## config.mk

```make
export PLATFORM = sky130hd
export DESIGN_NAME = sorted_block_merger
export DESIGN_NICKNAME = d
export VERILOG_FILES = /design/src/rtl/sorted_block_merger.sv
export SDC_FILE = /design/constraint.sdc
export NUM_CORES = 1
export LEC_CHECK = 0
export BUFFER_PORTS_ARGS = -buffer_cell sky130_fd_sc_hd__buf_2
export CORE_UTILIZATION = 40
export CTS_CLUSTER_DIAMETER = 150
export DETAILED_ROUTE_END_ITERATION = 8
export PLACE_DENSITY = 0.69
export SLEW_MARGIN = 20
export SYNTH_ARGS = -nofsm -noshare
export SYNTH_HDL_FRONTEND = slang
export SYNTH_SLANG_ARGS = --single-unit
```

## constraint.sdc

```tcl
create_clock -name clk -period 125.9 [get_ports clk]
set_clock_uncertainty 0.1 [all_clocks]
set_input_delay 12.59 -clock clk [delete_from_list [all_inputs] [get_ports clk]]
set_output_delay 12.59 -clock clk [all_outputs]
set_load 0.005 [all_outputs]
```

## src/rtl/sorted_block_merger.sv

```systemverilog
// Buffers two sorted N-word blocks, then streams their stable two-pointer merge (2N words).
// Latency: first word 1 cycle after the second block is accepted; out_valid/out_data hold under out_ready=0.
module sorted_block_merger #(
  parameter int W = 32,
  parameter int N = 16
) (
  input  logic           clk,
  input  logic           rst,
  input  logic [W*N-1:0] blk_data,
  input  logic           blk_valid,
  output logic           blk_ready,
  output logic [W-1:0]   out_data,
  output logic           out_valid,
  input  logic           out_ready,
  output logic           out_last
);

  localparam int LW = $clog2(N);
  localparam int PW = LW + 1;
  localparam int CW = $clog2(2 * N);

  typedef enum logic [1:0] {
    LOAD_A,
    LOAD_B,
    MERGE
  } state_t;

  state_t               state;
  logic [N-1:0][W-1:0]  bufa;
  logic [N-1:0][W-1:0]  bufb;
  logic [N-1:0][W-1:0]  blk_lanes;
  logic [PW-1:0]        ia;
  logic [PW-1:0]        ib;
  logic [CW-1:0]        cnt;

  logic [W-1:0]  cur_a;
  logic [W-1:0]  cur_b;
  logic          take_a;
  logic [PW-1:0] na;
  logic [PW-1:0] nb;
  logic [W-1:0]  nxt_a;
  logic [W-1:0]  nxt_b;
  logic [W-1:0]  nxt_word;
  logic [W-1:0]  first_word;
  logic [CW-1:0] cnt_nxt;

  assign blk_lanes = blk_data;

  // An exhausted side never wins; ties go to A so the merge is stable.
  function automatic logic pick_a(input logic [PW-1:0] a, input logic [PW-1:0] b,
                                  input logic [W-1:0] wa, input logic [W-1:0] wb);
    if (a == PW'(N)) return 1'b0;
    if (b == PW'(N)) return 1'b1;
    return wa <= wb;
  endfunction

  // out_data is registered, so the word after the current one is looked up ahead of the handshake.
  always_comb begin
    cur_a      = bufa[ia[LW-1:0]];
    cur_b      = bufb[ib[LW-1:0]];
    take_a     = pick_a(ia, ib, cur_a, cur_b);
    na         = ia + PW'(take_a);
    nb         = ib + PW'(!take_a);
    nxt_a      = bufa[na[LW-1:0]];
    nxt_b      = bufb[nb[LW-1:0]];
    nxt_word   = pick_a(na, nb, nxt_a, nxt_b) ? nxt_a : nxt_b;
    first_word = (bufa[0] <= blk_lanes[0]) ? bufa[0] : blk_lanes[0];
    cnt_nxt    = cnt + CW'(1);
  end

  always_ff @(posedge clk) begin
    if (rst) begin
      state     <= LOAD_A;
      ia        <= '0;
      ib        <= '0;
      cnt       <= '0;
      blk_ready <= 1'b1;
      out_valid <= 1'b0;
      out_last  <= 1'b0;
      out_data  <= '0;
    end else begin
      case (state)
        LOAD_A: begin
          if (blk_valid && blk_ready) begin
            bufa  <= blk_lanes;
            state <= LOAD_B;
          end
        end
        LOAD_B: begin
          if (blk_valid && blk_ready) begin
            bufb      <= blk_lanes;
            ia        <= '0;
            ib        <= '0;
            cnt       <= '0;
            state     <= MERGE;
            blk_ready <= 1'b0;
            out_valid <= 1'b1;
            out_data  <= first_word;
            out_last  <= 1'b0;
          end
        end
        MERGE: begin
          if (out_valid && out_ready) begin
            ia  <= na;
            ib  <= nb;
            cnt <= cnt_nxt;
            if (out_last) begin
              state     <= LOAD_A;
              blk_ready <= 1'b1;
              out_valid <= 1'b0;
              out_last  <= 1'b0;
              out_data  <= '0;
            end else begin
              out_data <= nxt_word;
              out_last <= (cnt_nxt == CW'(2 * N - 1));
            end
          end
        end
        default: state <= LOAD_A;
      endcase
    end
  end

endmodule

```

==> impl_metrics.yaml <==
sta:
  slew_viol_final: 0
  setup_violations: 0
  rsz0062_at_grt: "no"
  max_slew_margin: 0.255
  setup_tns_ns: 0
  finalCriticalPeriod_ns: 15.93
  hold_slack_ns: 0.397
  period_share: 0.127
  max_freq_mhz: 62.8
  finalHoldViolCount: 0
  tightestPinTransition_ns: 1.12
clock_network:
  root_buffer: "clkbuf_16"
  cts_resized: 0
  numCtsBuffers: 112
  cts_tree: "done"
  post_cts_buffers: 0
  cts_max_level: 3
  clockBufferDepth: 3
  clk_pin_slew_worst_paths_ns: 0.07
  clock_latency_ns: 0.77
  clock_sinks: 1076
  hold_buffers: 0
die:
  num_io_pins: 551
  num_rows: 131
  start_util: 0.404
  core_um2: 128000
  die_h_um: 362
  dieArea_um2: 131000
  die_width_um: 362
worst_setup_path:
  critPathLaunchType: "input pin"
  required_ns: 126.41
  r2r_end: "out_data[8]"
  cp.arrival_ns: 16.44
  crit_fanout: 23
  worstSetupPathType: "in2reg"
  crit_top_cell: "o21ai_0"
  cp-end-kind: "flip-flop"
  crit_chain: "buf_2 > inv_1 > ha_1 > a21oi_1 > o21ai_0 > a221oi_1 > o22ai_1 > nor2_4 > buf_4 > mux2_2 > o21ai_0 > o21ai_0"
  rr_startpoint: "ia[0]"
  max_stage_delay_ns: 0.84
  crit_family: "compound AO/OA/AOI/OAI gates"
  reg2reg_slack_ns: 113.48
  r2r_cells: 31
  crit_buf_inv: 3
  slowest_stage: "a221oi_1"
worst_hold_path:
  hold_end: "cnt[4]"
  hp-class: "reg2reg"
  hold_start: "cnt[4]"
  hold_depth: 2
cells_and_area:
  drive_gt1_frac: 0.412
  layout.nets: 3884
  post-route-util: 0.472
  fill_cells: 10813
  syn_to_final_growth_pct: 16.7
synth:
  synth_cell_type_count: 56
  synth_fp_nets: 3354
  synth-seq-cells: 1076
  yosysSeqAreaShare: 0.614
  synthTopCellsByArea: "edfxtp_1, mux4_2, mux2i_1"
  synth_edf_count: 1024
  synth_ff_type: "edfxtp_1"
  async_flop_share: 0
  synth_top_area_cell: "edfxtp_1"
  synth_area_um2: 51800
  avgSynthCellArea_um2: 18.9
  ys_warn_count: 0
  netlist.area_leader.share: 0.594
  syn_inst: 2736
routing:
  wl_per_cell_um: 32.2
  antenna_left: 0
  vias_per_cell: 6.06
  routed_wl_mm: 165
  drt-pass1-iter-count: 5
  route.vias.total: 30957
  drt_iter0_drc: 3653
  drc: 0
power_and_ir_drop:
  power_mw: 0.863
  power_frac_clock: 0.405
  p_sw_frac: 0.238
  ir_drop_mv: 0.00964
  intPower_mw: 0.658
  p_leak_nw: 20.3
  p_seq_frac: 0.491
  p_switching_mw: 0.205
  power_frac_comb: 0.104
  power.density_nw_per_um2: 14.3
grt:
  antenna_found_initial: 40
  grt_pass1_vias: 31474
  grt_pass1_wl_mm: 230
  grt-ovfl-total: 0
  grt_max_degree: 182
  grtUsageTotal: 0.250
placement:
  portBuffers: 550
  finalWeightedCongestion: 0.834
  dp_hpwl_mm: 111
run:
  drv_cap: 0
status:
  outcome: "complete, no violations"
power by group through the flow:
stage | clock (mW) | combinational, mW | sequential [mW]
finish | 0.349 | 0.0900 | 0.424
detailed placement | 0 | 0.0906 | 0.431
CTS | 0.354 | 0.0908 | 0.423
floorplan | 0 | 0.0539 | 0.456
global route | 0.367 | 0.0959 | 0.425
global placement | 0 | 0.0894 | 0.430
worst reg2reg max path: cells and delay by family (launching register included):
family	cells	cell delay, ns
flip-flops	1	0.78
buffers and inverters	4	2.46
AND/OR/NAND/NOR	5	1.12
multiplexers	4	2.01
adder cells (fa/ha/maj)	4	1.57
AO/OA/AOI/OAI	14	4.22
layout by cell type, fill, tap and decap left out, types with 6 or more instances in the layout:
cell / count
edfxtp_1: 1024
mux4_2: 556
buf_2: 549
mux2i_1: 146
clkbuf_16: 115
inv_1: 98
ha_1: 98
nand2_1: 87
a21oi_1: 77
o21ai_0: 69
buf_4: 47
dfxtp_1: 44
nor2_1: 40
a22oi_1: 33
a221oi_1: 31
mux2_2: 26
o21bai_1: 26
a211o_1: 25
o31ai_1: 25
clkinv_2: 22
nand4_1: 21
clkbuf_1: 20
clkinv_1: 20
nand3_1: 16
bufinv_16: 15
nor3_1: 13
diode_2: 10
a21o_1: 9
clkbuf_8: 8
dfxtp_4: 8
a211oi_1: 6
a311oi_1: 6
worst max path at each step:
| stage | startpoint | to | slack (ns) | cells after the start |
|---|---|---|---|---|
| after CTS | blk_data[17] | out_data[31] | 109.92 | 12 |
| after global placement | blk_data[17] | out_data[31] | 109.14 | 12 |
| after floorplan | rst | bufa[0] | 62.18 | 3 |
| after detailed placement | blk_data[17] | out_data[31] | 109.11 | 12 |
| after global routing | blk_data[17] | out_data[31] | 109.64 | 12 |
| final | blk_data[17] | out_data[22] | 109.97 | 12 |
synth_stat cells (28+ instances only):
master,instances
buf_1,28
a21oi_1,77
a22oi_1,33
mux4_2,556
buf_2,46
dfxtp_1,52
edfxtp_1,1024
nor2_1,42
inv_1,98
clkbuf_1,102
nand2_1,89
a221oi_1,31
ha_1,102
o21ai_0,69
mux2i_1,146
logic make-up (layout without fill, tap and decap cells):
kind of cell,Yosys count,in the layout,synth area share
xor gates and xnor gates,8,8,0.00135
buffers and inverters,285,915,0.0229
AOI/OAI and AO/OA,323,323,0.0416
adders and majority gates,102,102,0.0247
and+or+nand+nor,214,214,0.0194
muxes,728,728,0.276
DFF,1076,1076,0.614
other,0,10,0
sequential cells by signal (all words and copies together), names as in the netlist:
name,count
out_last,1
state,2
out_data,32
out_valid,1
blk_ready,1
ia,5
bufb,512
cnt,5
ib,5
bufa,512
metal layers:
metal / vias to the layer above / GRT usage / wire length (µm)
met3: 301 / 0.0586 / 14800
li1: 12769 / - / -
met2: 1623 / 0.415 / 81400
met4: 38 / 0.0741 / 4520
met5: - / 0 / 212
met1: 16226 / 0.325 / 63600
layout make-up:
| type | count | area, µm² | share of cell area |
|---|---|---|---|
| Multi-Input combinational cell | 1375 | 18900 | 0.313 |
| Sequential cell | 1076 | 31800 | 0.527 |
| Tap cell | 1729 | 2160 | 0.0358 |
| Timing Repair Buffer | 603 | 3250 | 0.0537 |
| Antenna cell | 10 | 25.0 | 0.000414 |
| Clock inverter | 71 | 798 | 0.0132 |
| Inverter | 98 | 368 | 0.00609 |
| Clock buffer | 143 | 3060 | 0.0507 |
metrics by stage:
| stage | setup WS [ns] | cells | area, µm² |
|---|---|---|---|
| floorplan | 62.18 | 2736 | 51800 |
| global placement | 109.14 | 4879 | 56500 |
| detailed placement | 109.11 | 4880 | 56500 |
| CTS | 109.92 | 5094 | 60400 |
| global route | 109.64 | 5100 | 60400 |
| finish | 109.97 | 5105 | 60400 |
Power figures use the tool's default switching activity.
